`config.mk`:
```
export PLATFORM = sky130hd
export DESIGN_NAME = fir_mac_sched_flat
export DESIGN_NICKNAME = d
export VERILOG_FILES = /design/src/rtl/fir_pkg.sv /design/src/rtl/fir_mac_sched_if.sv /design/src/rtl/fir_tap_counter.sv /design/src/rtl/fir_mac_sched.sv /design/src/flat_wrapper.sv
export SDC_FILE = /design/constraint.sdc
export NUM_CORES = 1
export LEC_CHECK = 0
export BUFFER_PORTS_ARGS = -buffer_cell sky130_fd_sc_hd__clkbuf_2
export CAP_MARGIN = 20
export CORE_ASPECT_RATIO = 1.1
export CORE_MARGIN = 2
export CORE_UTILIZATION = 30
export CTS_BUF_LIST = sky130_fd_sc_hd__clkbuf_8
export CTS_CLUSTER_SIZE = 20
export DETAILED_ROUTE_END_ITERATION = 8
export GPL_ROUTABILITY_DRIVEN = 0
export HOLD_SLACK_MARGIN = 0.08
export REMOVE_ABC_BUFFERS = 1
export SYNTH_ARGS = -nofsm -noshare
export SYNTH_HDL_FRONTEND = slang
export SYNTH_SLANG_ARGS = --single-unit
```
`constraint.sdc`:
```
create_clock -name clk -period 1.96 [get_ports clk]
set_clock_uncertainty 0.15 [all_clocks]
set_input_delay 0.098 -clock clk [delete_from_list [all_inputs] [get_ports clk]]
set_output_delay 0.098 -clock clk [all_outputs]
set_load 0.01 [all_outputs]
```
`src/rtl/fir_pkg.sv`:
```
// Shared definitions for the time-shared FIR MAC sequencer: state encoding,
// channel indices and default geometry.
package fir_pkg;

  localparam int TAPS_DEF   = 32;
  localparam int ADDR_W_DEF = 5;

  localparam int CH_H = 0;
  localparam int CH_L = 1;

  typedef enum logic [2:0] {
    IDLE  = 3'd0,
    CLR_H = 3'd1,
    MAC_H = 3'd2,
    OUT_H = 3'd3,
    CLR_L = 3'd4,
    MAC_L = 3'd5,
    OUT_L = 3'd6
  } state_t;

  // H always runs before L; an all-zero enable never starts a sequence.
  function automatic state_t first_clr(input logic [1:0] en);
    state_t s;
    if (en[CH_H]) begin
      s = CLR_H;
    end else if (en[CH_L]) begin
      s = CLR_L;
    end else begin
      s = IDLE;
    end
    return s;
  endfunction

endpackage

```
`src/rtl/fir_mac_sched_if.sv`:
```
// Control bus between the MAC sequencer and the shared FIR datapath.
interface fir_mac_sched_if #(
  parameter int ADDR_W = fir_pkg::ADDR_W_DEF
);
  import fir_pkg::*;

  logic              sample;
  logic [1:0]        ch_en;
  logic [ADDR_W-1:0] tap;
  logic [ADDR_W-1:0] coef_addr;
  logic              ch_sel;
  logic              clr;
  logic              acc_en;
  logic              oe_h;
  logic              oe_l;
  logic              busy;
  logic              overrun;

  modport master (
    input  sample, ch_en,
    output tap, coef_addr, ch_sel, clr, acc_en, oe_h, oe_l, busy, overrun
  );

  modport slave (
    output sample, ch_en,
    input  tap, coef_addr, ch_sel, clr, acc_en, oe_h, oe_l, busy, overrun
  );

endinterface

```
`src/rtl/fir_tap_counter.sv`:
```
// Tap index up-counter with async reset, sync clear, enable and
// terminal-count flag (high when the count sits at its last value).
module fir_tap_counter
  import fir_pkg::*;
#(
  parameter int ADDR_W = ADDR_W_DEF
) (
  input  logic              clk,
  input  logic              reset,
  input  logic              clr,
  input  logic              en,
  output logic [ADDR_W-1:0] count,
  output logic              tc
);

  // Count register; clear wins over enable.
  always_ff @(posedge clk or posedge reset) begin
    if (reset) begin
      count <= {ADDR_W{1'b0}};
    end else if (clr) begin
      count <= {ADDR_W{1'b0}};
    end else if (en) begin
      count <= count + {{(ADDR_W-1){1'b0}}, 1'b1};
    end else begin
      count <= count;
    end
  end

  assign tc = (count == {ADDR_W{1'b1}});

endmodule

```
`src/rtl/fir_mac_sched.sv`:
```
// Sequencer sharing one FIR MAC datapath between the H and L channels:
// one clear/MAC/output sweep per enabled channel on each accepted sample.
module fir_mac_sched
  import fir_pkg::*;
#(
  parameter int TAPS   = TAPS_DEF,
  parameter int ADDR_W = ADDR_W_DEF
) (
  input  logic             clk,
  input  logic             reset,
  fir_mac_sched_if.master  bus
);

  state_t            state_r;
  state_t            state_next_s;
  logic [1:0]        en_r;
  logic [1:0]        en_next_s;
  logic              seq_end_s;
  logic              overrun_next_s;
  logic              in_mac_s;
  logic              tc_s;
  logic [ADDR_W-1:0] tap_s;

  assign in_mac_s = (state_r == MAC_H) || (state_r == MAC_L);

  // Held at zero outside MAC so every sweep starts from tap 0.
  fir_tap_counter #(.ADDR_W(ADDR_W)) u_tap (
    .clk   (clk),
    .reset (reset),
    .clr   (!in_mac_s),
    .en    (in_mac_s),
    .count (tap_s),
    .tc    (tc_s)
  );

  assign bus.tap       = tap_s;
  assign bus.coef_addr = ADDR_W'(TAPS) - tap_s;

  // Next-state, enable latch and overrun decode.
  always_comb begin
    state_next_s   = state_r;
    en_next_s      = en_r;
    seq_end_s      = (state_r == OUT_L) || ((state_r == OUT_H) && !en_r[CH_L]);
    overrun_next_s = 1'b0;

    case (state_r)
      IDLE:    state_next_s = IDLE;
      CLR_H:   state_next_s = en_r[CH_H] ? MAC_H : IDLE;
      MAC_H:   state_next_s = tc_s ? OUT_H : MAC_H;
      OUT_H:   state_next_s = en_r[CH_L] ? CLR_L : IDLE;
      CLR_L:   state_next_s = en_r[CH_L] ? MAC_L : IDLE;
      MAC_L:   state_next_s = tc_s ? OUT_L : MAC_L;
      OUT_L:   state_next_s = IDLE;
      default: state_next_s = IDLE;
    endcase

    // The last OUT cycle accepts a new strobe so sweeps can run back-to-back.
    if ((state_r == IDLE || seq_end_s) && bus.sample && (bus.ch_en != 2'b00)) begin
      en_next_s    = bus.ch_en;
      state_next_s = first_clr(bus.ch_en);
    end else begin
      en_next_s = en_r;
    end

    if (bus.sample && (state_r != IDLE) && !seq_end_s) begin
      overrun_next_s = 1'b1;
    end else begin
      overrun_next_s = 1'b0;
    end
  end

  // State, enable latch and registered outputs decoded from the next state.
  always_ff @(posedge clk or posedge reset) begin
    if (reset) begin
      state_r     <= IDLE;
      en_r        <= 2'b00;
      bus.clr     <= 1'b0;
      bus.acc_en  <= 1'b0;
      bus.ch_sel  <= 1'b0;
      bus.oe_h    <= 1'b0;
      bus.oe_l    <= 1'b0;
      bus.busy    <= 1'b0;
      bus.overrun <= 1'b0;
    end else begin
      state_r     <= state_next_s;
      en_r        <= en_next_s;
      bus.clr     <= (state_next_s == CLR_H) || (state_next_s == CLR_L);
      bus.acc_en  <= (state_next_s == MAC_H) || (state_next_s == MAC_L);
      bus.ch_sel  <= (state_next_s == CLR_L) || (state_next_s == MAC_L) ||
                     (state_next_s == OUT_L);
      bus.oe_h    <= (state_next_s == OUT_H);
      bus.oe_l    <= (state_next_s == OUT_L);
      bus.busy    <= (state_next_s != IDLE);
      bus.overrun <= overrun_next_s;
    end
  end

endmodule

```
`src/flat_wrapper.sv`:
```
// flat-port wrapper written by rule: the top's interface ports become plain ports
module fir_mac_sched_flat import fir_pkg::*;
#(
  parameter int TAPS   = TAPS_DEF,
  parameter int ADDR_W = ADDR_W_DEF
)
  (clk, reset, bus_sample, bus_ch_en, bus_tap, bus_coef_addr, bus_ch_sel, bus_clr, bus_acc_en, bus_oe_h, bus_oe_l, bus_busy, bus_overrun);
  fir_mac_sched_if #(.ADDR_W(ADDR_W)) bus_i ();
  input  logic clk;
  input  logic reset;
  input wire logic [$bits(bus_i.sample)-1:0] bus_sample;
  input wire logic [$bits(bus_i.ch_en)-1:0] bus_ch_en;
  output wire logic [$bits(bus_i.tap)-1:0] bus_tap;
  output wire logic [$bits(bus_i.coef_addr)-1:0] bus_coef_addr;
  output wire logic [$bits(bus_i.ch_sel)-1:0] bus_ch_sel;
  output wire logic [$bits(bus_i.clr)-1:0] bus_clr;
  output wire logic [$bits(bus_i.acc_en)-1:0] bus_acc_en;
  output wire logic [$bits(bus_i.oe_h)-1:0] bus_oe_h;
  output wire logic [$bits(bus_i.oe_l)-1:0] bus_oe_l;
  output wire logic [$bits(bus_i.busy)-1:0] bus_busy;
  output wire logic [$bits(bus_i.overrun)-1:0] bus_overrun;
  assign bus_i.sample = bus_sample;
  assign bus_i.ch_en = bus_ch_en;
  assign bus_tap = bus_i.tap;
  assign bus_coef_addr = bus_i.coef_addr;
  assign bus_ch_sel = bus_i.ch_sel;
  assign bus_clr = bus_i.clr;
  assign bus_acc_en = bus_i.acc_en;
  assign bus_oe_h = bus_i.oe_h;
  assign bus_oe_l = bus_i.oe_l;
  assign bus_busy = bus_i.busy;
  assign bus_overrun = bus_i.overrun;
  fir_mac_sched #(.TAPS(TAPS), .ADDR_W(ADDR_W)) u_core (.clk(clk), .reset(reset), .bus(bus_i));
endmodule
```
# --- Word level (Yosys, flattened, before mapping) ---
# Index checks and enable logic that the tools add are counted.
totals:
  word_cells: 54
  register_bits: 17
  output_inout_bits: 17
op_classes:
  addsub: 2
  eq_ne: 13
  muxes: 11
  n_reduce_logical: 18
op_table:
  columns: ["operator", "count"]
  rows:
  - ["equality test 3 bit (second input constant)", 6]
  - ["two-way mux 3 bit", 5]
  - ["case mux 3 bit (5 select lines)", 1]
  - ["equality test 3 x 2 -> 1 bit (second input constant)", 4]
  - ["logical OR 1 bit", 7]
  - ["equality test 3 x 1 -> 1 bit (second input constant)", 2]
  - ["nonzero test 3 bit", 2]
  - ["adder 5 x 1 -> 5 bit (second input constant)", 1]
  - ["equality test 5 bit (second input constant)", 1]
  - ["logical AND 1 bit", 5]
  - ["two-way mux 5 bit", 1]
  - ["subtractor 1 x 5 -> 5 bit (first input constant)", 1]
  - ["two-way mux 2 bit", 2]
  - ["zero test 3 bit", 1]
  - ["zero test 1 bit", 2]
  - ["two-way mux 1 bit", 2]
  - ["nonzero test 2 bit", 1]

# --- Longest topological paths before layout ---
# Gate-level depths: netlist of run 1.
depth:
  word_depth: 10
  mapped_depth: 6
  depth_no_buf: 6

# --- By module ---
# A second synthesis of run 1 with hierarchy kept.
unflattened:
  cells_unflattened: 89
  hier_area_um2: 945.9
modules_own_cells:
  columns: ["module", "cells_per_inst", "n_inst", "area_each_um2"]
  rows:
  - ["fir_mac_sched", 66, 1, 664.4]
  - ["fir_tap_counter", 23, 1, 281.5]

# --- Worst setup path before layout of run 1 ---
# Ideal clock, no wire load.
synth_timing:
  path_type: "reg-to-reg"
  start: "register u_core.u_tap.count[0]"
  end: "register u_core.bus.acc_en"
  arrival_ns: 1.393
  n_path_buf: 0
  stages_incl_launch_ff: 7
  path_slack_ns: 0.317
  path_cell_list: "dfrtp_1 -> ha_1 -> and3_1 -> ha_1 -> a21oi_1 -> a21oi_1 -> o32ai_1"
synth_via:
  elab_chain_len: 6
synth_rtl:
  columns: ["item", "line_no", "text"]
  rows:
  - ["start: declaration", "fir_tap_counter.sv:12", "output logic [ADDR_W-1:0] count,"]
  - ["start signal: assignment", "fir_tap_counter.sv:19", "count <= {ADDR_W{1'b0}};"]
  - ["start signal: assignment", "fir_tap_counter.sv:21", "count <= {ADDR_W{1'b0}};"]
  - ["start signal: assignment", "fir_tap_counter.sv:23", "count <= count + {{(ADDR_W-1){1'b0}}, 1'b1};"]
  - ["equality test 5 bit *", "fir_tap_counter.sv:29", "assign tc = (count == {ADDR_W{1'b1}});"]
  - ["two-way mux 2 bit or two-way mux 1 bit (tied branches)", "fir_mac_sched.sv:52, fir_mac_sched.sv:49", null]
  - ["case mux 3 bit (5 select lines) *", "fir_mac_sched.sv:46", "case (state_r)"]
  - ["two-way mux 3 bit *", "fir_mac_sched.sv:58", "if ((state_r == IDLE || seq_end_s) && bus.sample && (bus.ch_en != 2'b00)) begin"]
  - ["equality test 3 x 2 -> 1 bit or equality test 3 bit (tied branches)", "fir_mac_sched.sv:88", "bus.acc_en <= (state_next_s == MAC_H) || (state_next_s == MAC_L);"]
  - ["logical OR 1 bit *", "fir_mac_sched.sv:88", null]
  - ["end signal: assignment", "fir_mac_sched.sv:88", null]
  - ["end: declaration", "fir_mac_sched_if.sv:21", "output tap, coef_addr, ch_sel, clr, acc_en, oe_h, oe_l, busy, overrun"]
# Mark *: on every way between the ends. The rest lies on a longest branch, timed or not.
# A chain may end at the register's enable or synchronous reset.

# --- Final worst setup path of run 1 ---
# Ends and elaborated chain as after synthesis.

==> results.json, run 1 <==
{
  "hold_ws_ns": 0.304,
  "cts-htree-levels": 1,
  "area.growth.synth_to_final_pct": 23.3,
  "yosys.area_share.xor_xnor_pct": 5.97,
  "peakVddDrop_v": 0.000576,
  "maxCapViolations": 0,
  "antennaDiodeCount": 0,
  "synth_top_area_cell": "dfrtp_1",
  "ctsResizeCount": 0,
  "grt_usage_pct": 10.4,
  "path_clk_slew_ns": 0.06,
  "die_h_um": 60.8,
  "synthMuxAreaShare_pct": 0,
  "status": "completed",
  "synth_cell_types": 34,
  "grt_pass1_vias": 621,
  "relSlewSlack_pct": 58.6,
  "pwr-share-seq_pct": 40.0,
  "fin_tns_setup_ns": 0,
  "r2r_start": "u_core.u_tap.count[0]$_DFF_PP0_",
  "maxSlewViolCount": 0,
  "final_util_pct": 39.1,
  "nNetsFinal": 117,
  "clockBufferDepth": 2,
  "clockRootBuffer": "clkbuf_8",
  "power_frac_comb_pct": 43.1,
  "max_freq_ghz": 0.572,
  "critPathLaunchType": "register",
  "min_period_ns": 1.75,
  "path_class": "reg -> reg",
  "hold_class": "in -> async",
  "die_w_um": 55.6,
  "synth_seq_cells": 17,
  "r2r_cells": 6,
  "p_int_mw": 0.902,
  "wirelength_mm": 1.56,
  "rows": 20,
  "largest_reg_flops": 5,
  "synth_cells": 83,
  "setup_viol": 0,
  "cp.arrival_ns": 1.75,
  "drc_errors": 0,
  "netlist_area_um2": 880,
  "endpoint_kind": "register",
  "antenna_found_initial": 0,
  "dieArea_um2": 3380,
  "timing.final.crit_share_pct": 89.2,
  "grt_max_degree": 18,
  "layout-drive-gt1-share_pct": 29.6,
  "hold_viol_final": 0,
  "synth_top_family_by_area": "simple AND/OR/NAND/NOR gates",
  "cts_tree": "done",
  "grt-ovfl-total": 0,
  "wire_per_inst_um": 11.0,
  "avgSynthCellArea_um2": 10.6,
  "final_common_cell": "clkbuf_2",
  "p_switching_mw": 0.598,
  "crit_required_ns": 1.96,
  "finalWorstSetupSlack_ns": 0.213,
  "power.leakage_nw": 0.550,
  "coreArea_um2": 2780,
  "worst-path-max-fanout": 7,
  "reg2reg_setup_slack_ns": 0.21,
  "worstPathCellList": "ha_1 > and3_1 > ha_1 > a21oi_1 > a21oi_1 > o32ai_1",
  "floorplan.initialDensity_pct": 31.7,
  "vias": 668,
  "worst_pin_slew_ns": 0.621,
  "fillers": 279,
  "seq_area_frac_synth_pct": 48.4,
  "antenna_left": 0,
  "cts_setup_buffers": 0,
  "regArea_um2": 425,
  "routed_via_density": 4.74,
  "grt_pass1_wl_mm": 2.71,
  "r2r-end": "u_core.bus.acc_en$_DFF_PP0_",
  "switching_share_pct": 39.9,
  "numCtsBuffers": 3,
  "holdBufCountCts": 4,
  "critPathSlowestCell": "dfrtp_1",
  "largestRegisters": "u_core.u_tap.count: 5 flops, u_core.state_r: 3 flops, u_core.en_r: 2 flops",
  "multi_input_area_um2": 408,
  "ys_warn_count": 0,
  "largest-register": "u_core.u_tap.count",
  "dp_hpwl_mm": 1.20,
  "synth_compound_area_share_pct": 14.1,
  "final_cell_mix": "21 x clkbuf_2, 17 x dfrtp_1, 9 x nor2_1",
  "clkPwrFrac_pct": 16.9,
  "ios": 22,
  "synth.top_cell.area_share_pct": 48.4,
  "rsz0062_at_grt": "no",
  "synth_area_leaders": "dfrtp_1 48%, ha_1 4.3%, xnor2_1 4.0%, nor2_1 3.8%, nor4b_4 2.7%",
  "clk_latency_ns": 0.25,
  "firstDrtPassIters": 4,
  "dpl_worst_slack_ns": 0.226,
  "post_synth_and_or_nand_nor_area_fraction_pct": 22.0,
  "max_stage_delay_ns": 0.44,
  "synth-adder-area-share_pct": 4.27,
  "power_density_nw_per_um2": 1380,
  "place.port_buffers": 21,
  "drt_iter0_drc": 17,
  "cts_sinks": 17
}
-- cell families (layout without fill, tap and decap cells) --
group / after synthesis / after routing
simple gates: 32 / 32
flops: 17 / 17
compound gates: 16 / 16
buf+inv: 9 / 34
xor+xnor: 6 / 6
fa+ha+maj: 3 / 3
-- critical path: cells and delay by family (launching register included) --
family	cells	cell delay [ns]
adder cells (fa/ha/maj)	2	0.47
flip-flops	1	0.44
AO/OA/AOI/OAI	3	0.43
AND/OR/NAND/NOR	1	0.15
-- routing by layer --
layer | part of all wire (%) | global-route usage (%) | wire [µm] | vias to the layer above
met4 | 1.6 | 5.23 | 25 | 0
met5 | 0 | 0 | 0 | -
met3 | 4.7 | 2.56 | 74 | 4
li1 | - | - | - | 332
met1 | 47 | 11.7 | 730 | 314
met2 | 47 | 18.7 | 727 | 18
-- how the worst max path moves through the flow --
stage                                                from                     endpoint  slack, ns  cells past startpoint
after floorplan           u_core.u_tap.count[0]$_DFF_PP0_  u_core.bus.acc_en$_DFF_PP0_       0.26                      6
after global placement    u_core.u_tap.count[0]$_DFF_PP0_  u_core.bus.acc_en$_DFF_PP0_       0.30                      6
after detailed placement  u_core.u_tap.count[0]$_DFF_PP0_  u_core.bus.acc_en$_DFF_PP0_       0.23                      6
after CTS                 u_core.u_tap.count[0]$_DFF_PP0_             bus_coef_addr[4]       0.18                      5
after global routing      u_core.u_tap.count[0]$_DFF_PP0_             bus_coef_addr[4]       0.08                      5
final                     u_core.u_tap.count[0]$_DFF_PP0_  u_core.bus.acc_en$_DFF_PP0_       0.21                      6
-- through the flow --
stage	power [mW]	instance area [µm²]	std cells
2_1_floorplan	1.05	852	79
3_3_place_gp	1.24	998	133
3_5_place_dp	1.26	998	133
4_1_cts	1.52	1080	141
5_1_grt	1.63	1080	141
6_report	1.50	1080	141
-- synthesized netlist by cell type --
master	count
dfrtp_1	17
nor2_1	9
nand2_1	6
inv_1	5
a21oi_1	4
xnor2_1	4
buf_4	3
ha_1	3
nor2b_1	3
and2_1	2
and3_1	2
nand3_1	2
xor2_1	2
a211oi_2	1
a21bo_1	1
a22oi_1	1
buf_2	1
nand2b_1	1
nand2b_4	1
nand4_1	1
nand4_2	1
nand4b_1	1
nor3_1	1
nor3b_1	1
nor4b_4	1
o21a_1	1
o21ai_0	1
o21ai_1	1
o21ai_2	1
o21ba_2	1
o21bai_1	1
o2bb2ai_1	1
o31ai_2	1
o32ai_1	1
-- power groups by stage --
stage / Sequential [mW] / Clock [mW] / Combinational (mW)
finish: 0.599 / 0.253 / 0.647
global route: 0.622 / 0.275 / 0.731
CTS: 0.598 / 0.263 / 0.660
detailed placement: 0.607 / 0 / 0.650
global placement: 0.600 / 0 / 0.643
floorplan: 0.603 / 0 / 0.448
-- final cells by class --
type,count,share of cell area [%]
multi-input combinational,57,37.6
tap,33,3.81
timing repair buffer,25,13.4
clock buffer,3,3.81
inverter,5,1.73
sequential,17,39.2
clock inverter,1,0.461
Power figures use the tool's default switching activity.
==> inputs of run 2 (changes only) <==
--- a/config.mk
+++ b/config.mk
@@ -5,6 +5,7 @@
 export SDC_FILE = /design/constraint.sdc
 export NUM_CORES = 1
 export LEC_CHECK = 0
+export ABC_AREA = 1
 export BUFFER_PORTS_ARGS = -buffer_cell sky130_fd_sc_hd__clkbuf_2
 export CAP_MARGIN = 20
 export CORE_ASPECT_RATIO = 1.1
==> run 2 against run 1 <==
Net effect:
- register-to-register slack worse by 0.11 ns
- highest routed layer unchanged
- sequential share of layout area down 1.2 points
- non-clock buffer count up 4
- largest power group unchanged
==> results.json, run 2 <==
{
  "die_w_um": 55.1,
  "rows": 20,
  "floorplan.initialDensity_pct": 31.3,
  "final_common_cell": "clkbuf_2",
  "final_cell_mix": "21 x clkbuf_2, 17 x dfrtp_1, 15 x inv_1",
  "routed_via_density": 4.55,
  "critPathSlowestCell": "dlygate4sd3_1",
  "power_density_nw_per_um2": 1160,
  "largestRegisters": "u_core.u_tap.count: 5 flops, u_core.state_r: 3 flops, u_core.en_r: 2 flops",
  "nNetsFinal": 134,
  "startpoint": "u_core.state_r[0]$_DFF_PP0_",
  "synth_seq_cells": 17,
  "layout-drive-gt1-share_pct": 35.2,
  "firstDrtPassIters": 2,
  "worst_pin_slew_ns": 0.637,
  "grt_pass1_wl_mm": 2.77,
  "peakVddDrop_v": 0.000482,
  "cts_tree": "done",
  "avgSynthCellArea_um2": 9.27,
  "vias": 719,
  "grt_usage_pct": 11.8,
  "power.leakage_nw": 0.632,
  "ios": 22,
  "synth-main-ff-cell": "dfrtp_1",
  "crit_top_cell": "nand2_1",
  "setup_viol": 0,
  "clockBufferDepth": 2,
  "synthTopCellsByCount": "17 x dfrtp_1, 15 x inv_1, 14 x nand2_1, 10 x nor2_1, 6 x nand3_1",
  "yosysMostFrequentCell": "dfrtp_1",
  "cts_sinks": 17,
  "area.growth.synth_to_final_pct": 29.9,
  "die_h_um": 60.2,
  "crit_required_ns": 1.98,
  "netlist_area_um2": 862,
  "synth-edff-count": 0,
  "max_freq_ghz": 0.537,
  "hold_class": "in -> async",
  "critPathLaunchType": "register",
  "grt_max_degree": 18,
  "clk_latency_ns": 0.25,
  "r2r_cells": 9,
  "fillers": 301,
  "timing.final.crit_share_pct": 95.0,
  "coreArea_um2": 2750,
  "place.port_buffers": 21,
  "path_class": "reg -> reg",
  "wire_per_inst_um": 9.90,
  "ys_warn_count": 0,
  "relSlewSlack_pct": 57.5,
  "cts-htree-levels": 1,
  "synth_cells": 93,
  "cp.arrival_ns": 1.89,
  "maxCapViolations": 0,
  "largest_reg_flops": 5,
  "maxSlewViolCount": 0,
  "drt_iter0_drc": 1,
  "wirelength_mm": 1.56,
  "synth_cell_types": 23,
  "grt_pass1_vias": 688,
  "seq_area_frac_synth_pct": 49.3,
  "fin_cells": 158,
  "max_stage_delay_ns": 0.54,
  "antenna_found_initial": 0,
  "path_clk_slew_ns": 0.07,
  "antennaDiodeCount": 0,
  "numCtsBuffers": 3,
  "worstPathCellList": "nand2_1 > nor2_2 > nand2_2 > nand2_4 > nand2_1 > nor2_2 > nand2_1 > dlygate4sd3_1 > o21ai_0",
  "largest-register": "u_core.u_tap.count",
  "min_period_ns": 1.86,
  "status": "completed",
  "dp_hpwl_mm": 1.26,
  "power.total_mw": 1.30,
  "clockRootBuffer": "clkbuf_8",
  "drc_errors": 0,
  "hold_viol_final": 0,
  "dieArea_um2": 3320,
  "synth_area_leaders": "dfrtp_1 49%, inv_1 6.5%, nand2_1 6.1%, ha_1 4.4%, nor2_1 4.4%",
  "fin_tns_setup_ns": 0,
  "endpoint_kind": "register",
  "antenna_left": 0,
  "rsz0062_at_grt": "yes",
  "synth.top_cell.area_share_pct": 49.3,
  "dp.cells": 147,
  "async_reset_ff_share_pct": 100,
  "worst-path-max-fanout": 4,
  "synth_top_area_cell": "dfrtp_1",
  "r2r_start": "u_core.state_r[0]$_DFF_PP0_",
  "grt-ovfl-total": 0
}
run 2: cell types whose count changed after synthesis, moves of 4 or more:
cell     change
nand2_1      +8
nor2_2       +4
nand3_1      +4
inv_1       +10
run 2: report_power, final:
group	total, mW	internal (mW)	leakage (nW)	switching (mW)
registers	0.489	0.436	0.228	0.0524
logic	0.553	0.227	0.378	0.326
clock network	0.260	0.141	0.0255	0.119
total	1.30	0.804	0.632	0.497
run 2: final timing paths:
check,to,slack [ns]
worst max-delay path,u_core.en_r[1]$_DFFE_PP0P_,0.1
worst min-delay path,u_core.bus.ch_sel$_DFF_PP0_,0.31
worst max register to register,u_core.en_r[1]$_DFFE_PP0P_,0.1
worst min register to register,u_core.en_r[0]$_DFFE_PP0P_,0.39
max in group asynchronous,u_core.bus.oe_l$_DFF_PP0_,0.94
min in group clk,u_core.en_r[0]$_DFFE_PP0P_,0.39
run 2: worst max-delay path, delay by kind of cell, from the launching register on:
family | cells | cell delay (ns)
flops | 1 | 0.40
simple gates | 7 | 0.63
buf+inv | 1 | 0.54
compound gates | 1 | 0.07
run 2: cell families (layout without fill, tap and decap cells):
logic type	Yosys count	count (layout)	share of synthesized area, %
simple gates	45	45	29.9
xor+xnor	3	3	3.05
buf+inv	18	50	8.27
flops	17	17	49.3
compound gates	7	7	5.08
fa+ha+maj	3	3	4.35
run 2: area by class of cell:
type	count	area, µm²	area share, %
clock buffer	3	41.3	3.69
clock inverter	1	5.00	0.447
inverter	17	63.8	5.70
multi-input combinational	58	365	32.6
sequential	17	425	38.0
tap	33	41.3	3.69
timing repair buffer	29	178	15.9
run 2: repair_timing:
| item | CTS | global route |
|---|---|---|
| buffers inserted | 0 | 2 |
| endpoints found under the hold margin | 23 | 0 |
| endpoints found under the setup margin | 0 | 2 |
| hold buffers | 5 | 0 |
| resized for setup | 0 | 1 |
run 2: per-layer routing:
| metal | global-route usage, % | routed length, µm | vias to the layer above |
|---|---|---|---|
| met1 | 13.1 | 630 | 341 |
| met3 | 2.25 | 83 | 5 |
| li1 | - | - | 353 |
| met4 | 6.27 | 29 | 0 |
| met2 | 20.7 | 820 | 20 |
| met5 | 0 | 0 | - |
run 2: through the flow:
| stage | util, % | setup slack (ns) | area [µm²] | hold slack (ns) |
|---|---|---|---|---|
| after floorplan | - | 0.186 | 855 | -0.126 |
| after global placement | 36.6 | 0.200 | 1010 | 0.0493 |
| after detailed placement | 36.6 | 0.189 | 1010 | 0.0591 |
| after CTS | 40.1 | 0.0760 | 1100 | 0.337 |
| after global routing | 40.7 | -0.0251 | 1120 | 0.378 |
| final | 40.7 | 0.0980 | 1120 | 0.305 |
